--- src/rtl/perf_counter_sequencer.sv ---
// Round-robin command sequencer in front of a 4-section Avalon performance counter.
// Define PERF_SEQ_COHERENT_SNAP_EN to re-check the time high word and retry once on a carry.
module perf_counter_sequencer #(
    parameter int unsigned NUM_REQ = 4,
    parameter int unsigned IDW     = 3
) (
    input  logic                 clk,
    input  logic                 reset_n,
    input  logic [NUM_REQ-1:0]   req_valid,
    output logic [NUM_REQ-1:0]   req_ready,
    input  logic [2*NUM_REQ-1:0] req_cmd,
    input  logic [2*NUM_REQ-1:0] req_sec,
    output logic [3:0]           pc_address,
    output logic                 pc_write,
    output logic                 pc_begintransfer,
    output logic [31:0]          pc_writedata,
    input  logic [31:0]          pc_readdata,
    output logic                 res_valid,
    input  logic                 res_ready,
    output logic [IDW-1:0]       res_id,
    output logic [63:0]          res_time,
    output logic [31:0]          res_events,
    output logic                 busy
);

    localparam logic [1:0]   CmdGo   = 2'd0;
    localparam logic [1:0]   CmdStop = 2'd1;
    localparam logic [1:0]   CmdSnap = 2'd2;
    localparam logic [IDW:0] NumReqW = (IDW+1)'(NUM_REQ);

`ifdef PERF_SEQ_COHERENT_SNAP_EN
    typedef enum logic [2:0] {
        StIdle, StWr, StRd0, StRd1, StRd2, StRd3, StResult, StRdChk
    } state_e;
`else
    typedef enum logic [2:0] {
        StIdle, StWr, StRd0, StRd1, StRd2, StRd3, StResult
    } state_e;
`endif

    state_e               state_q, state_d;
    logic [IDW-1:0]       ptr_q, ptr_d;
    logic [IDW-1:0]       id_q, id_d;
    logic [1:0]           cmd_q, cmd_d;
    logic [1:0]           sec_q, sec_d;
    logic [63:0]          time_q, time_d;
    logic [31:0]          events_q, events_d;
    logic                 run_q;
`ifdef PERF_SEQ_COHERENT_SNAP_EN
    logic                 retry_q, retry_d;
`endif

    logic [2*NUM_REQ-1:0] rot_valid;
    logic                 gnt_found;
    logic [IDW:0]         gnt_sum;
    logic [IDW-1:0]       gnt_idx, gnt_next;
    logic [1:0]           gnt_cmd, gnt_sec;

    // Rotate requests so index 0 is the pointer, take the first set bit, rotate back.
    always_comb begin
        rot_valid = {req_valid, req_valid} >> ptr_q;
        gnt_found = 1'b0;
        gnt_sum   = '0;
        for (int i = 0; i < NUM_REQ; i++) begin
            if (!gnt_found && rot_valid[i]) begin
                gnt_found = 1'b1;
                gnt_sum   = {1'b0, ptr_q} + (IDW+1)'(i);
            end
        end
        if (gnt_sum >= NumReqW) begin
            gnt_sum = gnt_sum - NumReqW;
        end
        gnt_idx  = gnt_sum[IDW-1:0];
        gnt_next = (gnt_sum + 1'b1 >= NumReqW) ? '0 : gnt_sum[IDW-1:0] + 1'b1;
        gnt_cmd  = 2'(req_cmd >> {gnt_idx, 1'b0});
        gnt_sec  = 2'(req_sec >> {gnt_idx, 1'b0});
    end

    always_comb begin
        state_d          = state_q;
        ptr_d            = ptr_q;
        id_d             = id_q;
        cmd_d            = cmd_q;
        sec_d            = sec_q;
        time_d           = time_q;
        events_d         = events_q;
`ifdef PERF_SEQ_COHERENT_SNAP_EN
        retry_d          = retry_q;
`endif
        req_ready        = '0;
        pc_address       = '0;
        pc_write         = 1'b0;
        pc_begintransfer = 1'b0;
        pc_writedata     = '0;
        res_valid        = 1'b0;
        unique case (state_q)
            StIdle: begin
                // run_q keeps req_ready low until the first edge after reset release
                if (run_q && gnt_found) begin
                    req_ready = {{(NUM_REQ-1){1'b0}}, 1'b1} << gnt_idx;
                    cmd_d     = gnt_cmd;
                    sec_d     = gnt_sec;
                    id_d      = gnt_idx;
                    ptr_d     = gnt_next;
`ifdef PERF_SEQ_COHERENT_SNAP_EN
                    retry_d   = 1'b0;
`endif
                    state_d   = (gnt_cmd == CmdSnap) ? StRd0 : StWr;
                end
            end
            StWr: begin
                pc_write         = 1'b1;
                pc_begintransfer = 1'b1;
                case (cmd_q)
                    CmdGo:   pc_address = {sec_q, 2'd1};
                    CmdStop: pc_address = {sec_q, 2'd0};
                    default: pc_writedata = 32'd1;
                endcase
                state_d = StIdle;
            end
            StRd0: begin
                pc_address = {sec_q, 2'd0};
                state_d    = StRd1;
            end
            StRd1: begin
                pc_address    = {sec_q, 2'd1};
                time_d[31:0]  = pc_readdata;
                state_d       = StRd2;
            end
            StRd2: begin
                pc_address    = {sec_q, 2'd2};
                time_d[63:32] = pc_readdata;
`ifdef PERF_SEQ_COHERENT_SNAP_EN
                state_d       = StRdChk;
`else
                state_d       = StRd3;
`endif
            end
`ifdef PERF_SEQ_COHERENT_SNAP_EN
            StRdChk: begin
                pc_address = {sec_q, 2'd1};
                events_d   = pc_readdata;
                state_d    = StRd3;
            end
            StRd3: begin
                // A changed high word means the low word carried after it was sampled.
                if ((pc_readdata != time_q[63:32]) && !retry_q) begin
                    retry_d = 1'b1;
                    state_d = StRd0;
                end else begin
                    state_d = StResult;
                end
            end
`else
            StRd3: begin
                events_d = pc_readdata;
                state_d  = StResult;
            end
`endif
            StResult: begin
                res_valid = 1'b1;
                if (res_ready) begin
                    state_d = StIdle;
                end
            end
            default: state_d = StIdle;
        endcase
    end

    always_ff @(posedge clk or negedge reset_n) begin
        if (!reset_n) begin
            state_q  <= StIdle;
            ptr_q    <= '0;
            id_q     <= '0;
            cmd_q    <= '0;
            sec_q    <= '0;
            time_q   <= '0;
            events_q <= '0;
            run_q    <= 1'b0;
`ifdef PERF_SEQ_COHERENT_SNAP_EN
            retry_q  <= 1'b0;
`endif
        end else begin
            state_q  <= state_d;
            ptr_q    <= ptr_d;
            id_q     <= id_d;
            cmd_q    <= cmd_d;
            sec_q    <= sec_d;
            time_q   <= time_d;
            events_q <= events_d;
            run_q    <= 1'b1;
`ifdef PERF_SEQ_COHERENT_SNAP_EN
            retry_q  <= retry_d;
`endif
        end
    end

    assign busy       = (state_q != StIdle);
    assign res_id     = id_q;
    assign res_time   = time_q;
    assign res_events = events_q;

endmodule

--- config.mk ---
export PLATFORM = sky130hd
export DESIGN_NAME = perf_counter_sequencer
export DESIGN_NICKNAME = d
export VERILOG_FILES = /design/src/rtl/perf_counter_sequencer.sv
export SDC_FILE = /design/constraint.sdc
export NUM_CORES = 1
export LEC_CHECK = 0
export ABC_AREA = 1
export CAP_MARGIN = 20
export CORE_UTILIZATION = 44
export DETAILED_ROUTE_END_ITERATION = 8
export PLACE_DENSITY = 0.89
export SLEW_MARGIN = 20
export SYNTH_ARGS = -nofsm -noshare
export SYNTH_HDL_FRONTEND = slang
export SYNTH_SLANG_ARGS = --single-unit
--- constraint.sdc ---
create_clock -name clk -period 3.1 [get_ports clk]
set_input_delay 0.775 -clock clk [delete_from_list [all_inputs] [get_ports clk]]
set_output_delay 0.775 -clock clk [all_outputs]
set_load 0.1 [all_outputs]
==> qor.yml <==
worstSetupPathType: "register to output pin"
initial_utilization_pct: 45.5
die_w_um: 108
rr_startpoint: "ptr_q[0]$_DFFE_PN0P_"
dieArea_um2: 11700
path_clk_slew_ns: 0.08
setup.worst_path.end_class: "output pin"
hpwlAfterDp_mm: 9.47
cts_buffer_depth: 2
ys_warn_count: 0
synth_top_family_by_area: "simple AND/OR/NAND/NOR gates"
synth_area_leaders: "dfrtp_1 55%, nand2_1 11%, o21ai_0 10%, buf_4 4.8%, inv_1 4.8%"
preCtsSetupSlack_ns: -0.547
clkLatencyLatePin_ns: 0.34
violations: "negative setup slack"
antenna_found_initial: 0
r2r_setup_slack_ns: 0.68
syn2layout_area_growth_pct: 45.6
max_cap_viol_count: 0
syn_inst: 575
synthSimpleGateAreaFrac_pct: 18.3
ctsHoldBuffers: 0
synth-seq-cells: 110
numPortBuffers: 166
worst_clock_skew_ns: 0.00626
grt_max_degree: 66
async_reset_ff_share_pct: 100
first_global_vias: 4425
drtAntennaViolNets: 0
synth_compound_area_share_pct: 12.0
fmax_ghz: 0.307
synth_cell_types: 28
die_h_um: 108
ios: 198
numCtsBuffers: 9
synth_fa_ha_area_share_pct: 2.26
globalplace.congestion: 0.863
setup_violations: 4
slew_headroom_pct: 32.8
netlist_area_um2: 4970
crit_arrival_ns: 2.48
route.detailed.drc: 0
grt_pass1_wl_mm: 20.8
reg2reg_to: "state_q[1]$_DFFE_PN0P_"
clkSinkCount: 110
drive_above_1_share_pct: 30.2
yosysSeqAreaShare_pct: 55.4
path_max_fanout: 4
status: "finished, violations left"
overflow: 0
fin_nets: 827
synthMuxAreaShare_pct: 0
clock-root-buffer: "clkbuf_16"
drt_first_pass_iters: 4
final_common_cell: "buf_4"
syn_area_per_cell_um2: 8.65
synth_flop_cell: "dfrtp_1"
crit_path_start_kind: "register"
track_usage_pct: 22.6
htreeDepth: 3
worst_ep_required_time_ns: 2.32
timing.hold.worst.class: "input port to async pin"
worst_slew_pin_slew_ns: 1.01
final.period_utilization_pct: 105
antenna_cells: 0
core_area_um2: 10900
yosys.area.top_type_share_pct: 55.4
wl_per_cell_um: 14.9
hold_viol: 0
reg2reg_depth: 22
worst_slack_ns: -0.153
synth_top_cell_by_area: "dfrtp_1"
fin_util_pct: 66.2
rsz0062_at_grt: "yes"
layout_min_cycle_time_ns: 3.25
vias_per_cell: 4.94
num_vias: 4481
drv_slew: 0
synth-xor-area-share_pct: 0.176
cts_tree: "built"
synth_edf_count: 0
drtIter0Drc: 261
wl_mm: 13.5
final_cell_mix: "142 x buf_4, 136 x nand2_1, 107 x dfrtp_1, 103 x o21ai_0, 54 x inv_1"
rows: 38
logic make-up after synthesis:
kind of cell | count (synthesis)
buf+inv | 124
compound gates | 116
flops | 110
simple gates | 213
fa+ha+maj | 9
other cells | 2
xor+xnor | 1
repair_timing:
action                     CTS  global route
gates resized for setup     37            24
pin swaps                    9             9
buffers inserted             9             4
setup endpoints to repair    4             4
hold endpoints to repair     0             0
area by class of cell:
type / count / area (um2)
fill: 856 / 3700
sequential: 110 / 2760
multi-input combinational: 371 / 2010
timing repair buffer: 201 / 1700
inverter: 70 / 288
clock buffer: 10 / 229
tap: 140 / 175
clock inverter: 6 / 81.3
Yosys cell counts (3+ instances only):
master and n:
nor3_1 3, nor2_2 3, o21ai_0 104, inv_1 64, dfrtp_1 110, nand2_2 6
nand4_1 3, ha_1 9, o21ai_1 3, nand3_2 3, nor2_1 22, nand2_1 145
inv_2 6, a21oi_1 3, buf_4 32, nand3_1 22, clkbuf_1 22
worst max-delay path, stage by stage, from the launching register on:
cell and delay [ns]:
dfrtp_2 0.45, buf_6 0.15, nand2_4 0.06, nand2_4 0.05
nand2_4 0.06, nand2_4 0.08, inv_4 0.08, nand2_4 0.06
nor2_4 0.13, nand2_2 0.09, or2_4 0.26, nand3_4 0.10
buf_4 0.12, ha_4 0.12, inv_2 0.04, nor2_4 0.09
buf_12 0.18
stage by stage:
| stage | hold WS [ns] | area, um2 | cells | TNS [ns] |
|---|---|---|---|---|
| 2_1_floorplan | 0.479 | 5220 | 605 | -0.172 |
| 3_3_place_gp | 0.468 | 6680 | 879 | -1.75 |
| 3_5_place_dp | 0.476 | 6680 | 879 | -2.08 |
| 4_1_cts | 0.473 | 7110 | 904 | -0.239 |
| 5_1_grt | 0.495 | 7240 | 908 | -0.888 |
| 6_report | 0.443 | 7240 | 908 | -0.526 |
flip-flops by register name, summed over array words and instances, names as in the netlist:
signal      cells
res_events     32
res_time       64
res_id          3
cmd_q           2
run_q           1
sec_q           2
state_q         3
ptr_q           3
worst max path at each step:
stage | startpoint | endpoint | slack (ns)
floorplan | req_valid[0] | req_ready[3] | -0.06
global placement | req_valid[2] | req_ready[1] | -0.46
detailed placement | req_valid[2] | req_ready[1] | -0.55
CTS | ptr_q[0]$_DFFE_PN0P_ | req_ready[0] | -0.08
global route | ptr_q[0]$_DFFE_PN0P_ | req_ready[0] | -0.23
finish | ptr_q[0]$_DFFE_PN0P_ | req_ready[3] | -0.15
routing by layer:
layer  global-route usage [%]  share of wire [%]
met1                     26.5                 39
met2                     40.6                 52
met3                     3.80                5.2
met4                     10.0                2.9
met5                        0                  0
Power is left out: the tool's default activity adds up to more than one toggle a clock period on the data nets, which glitch-free logic cannot reach.
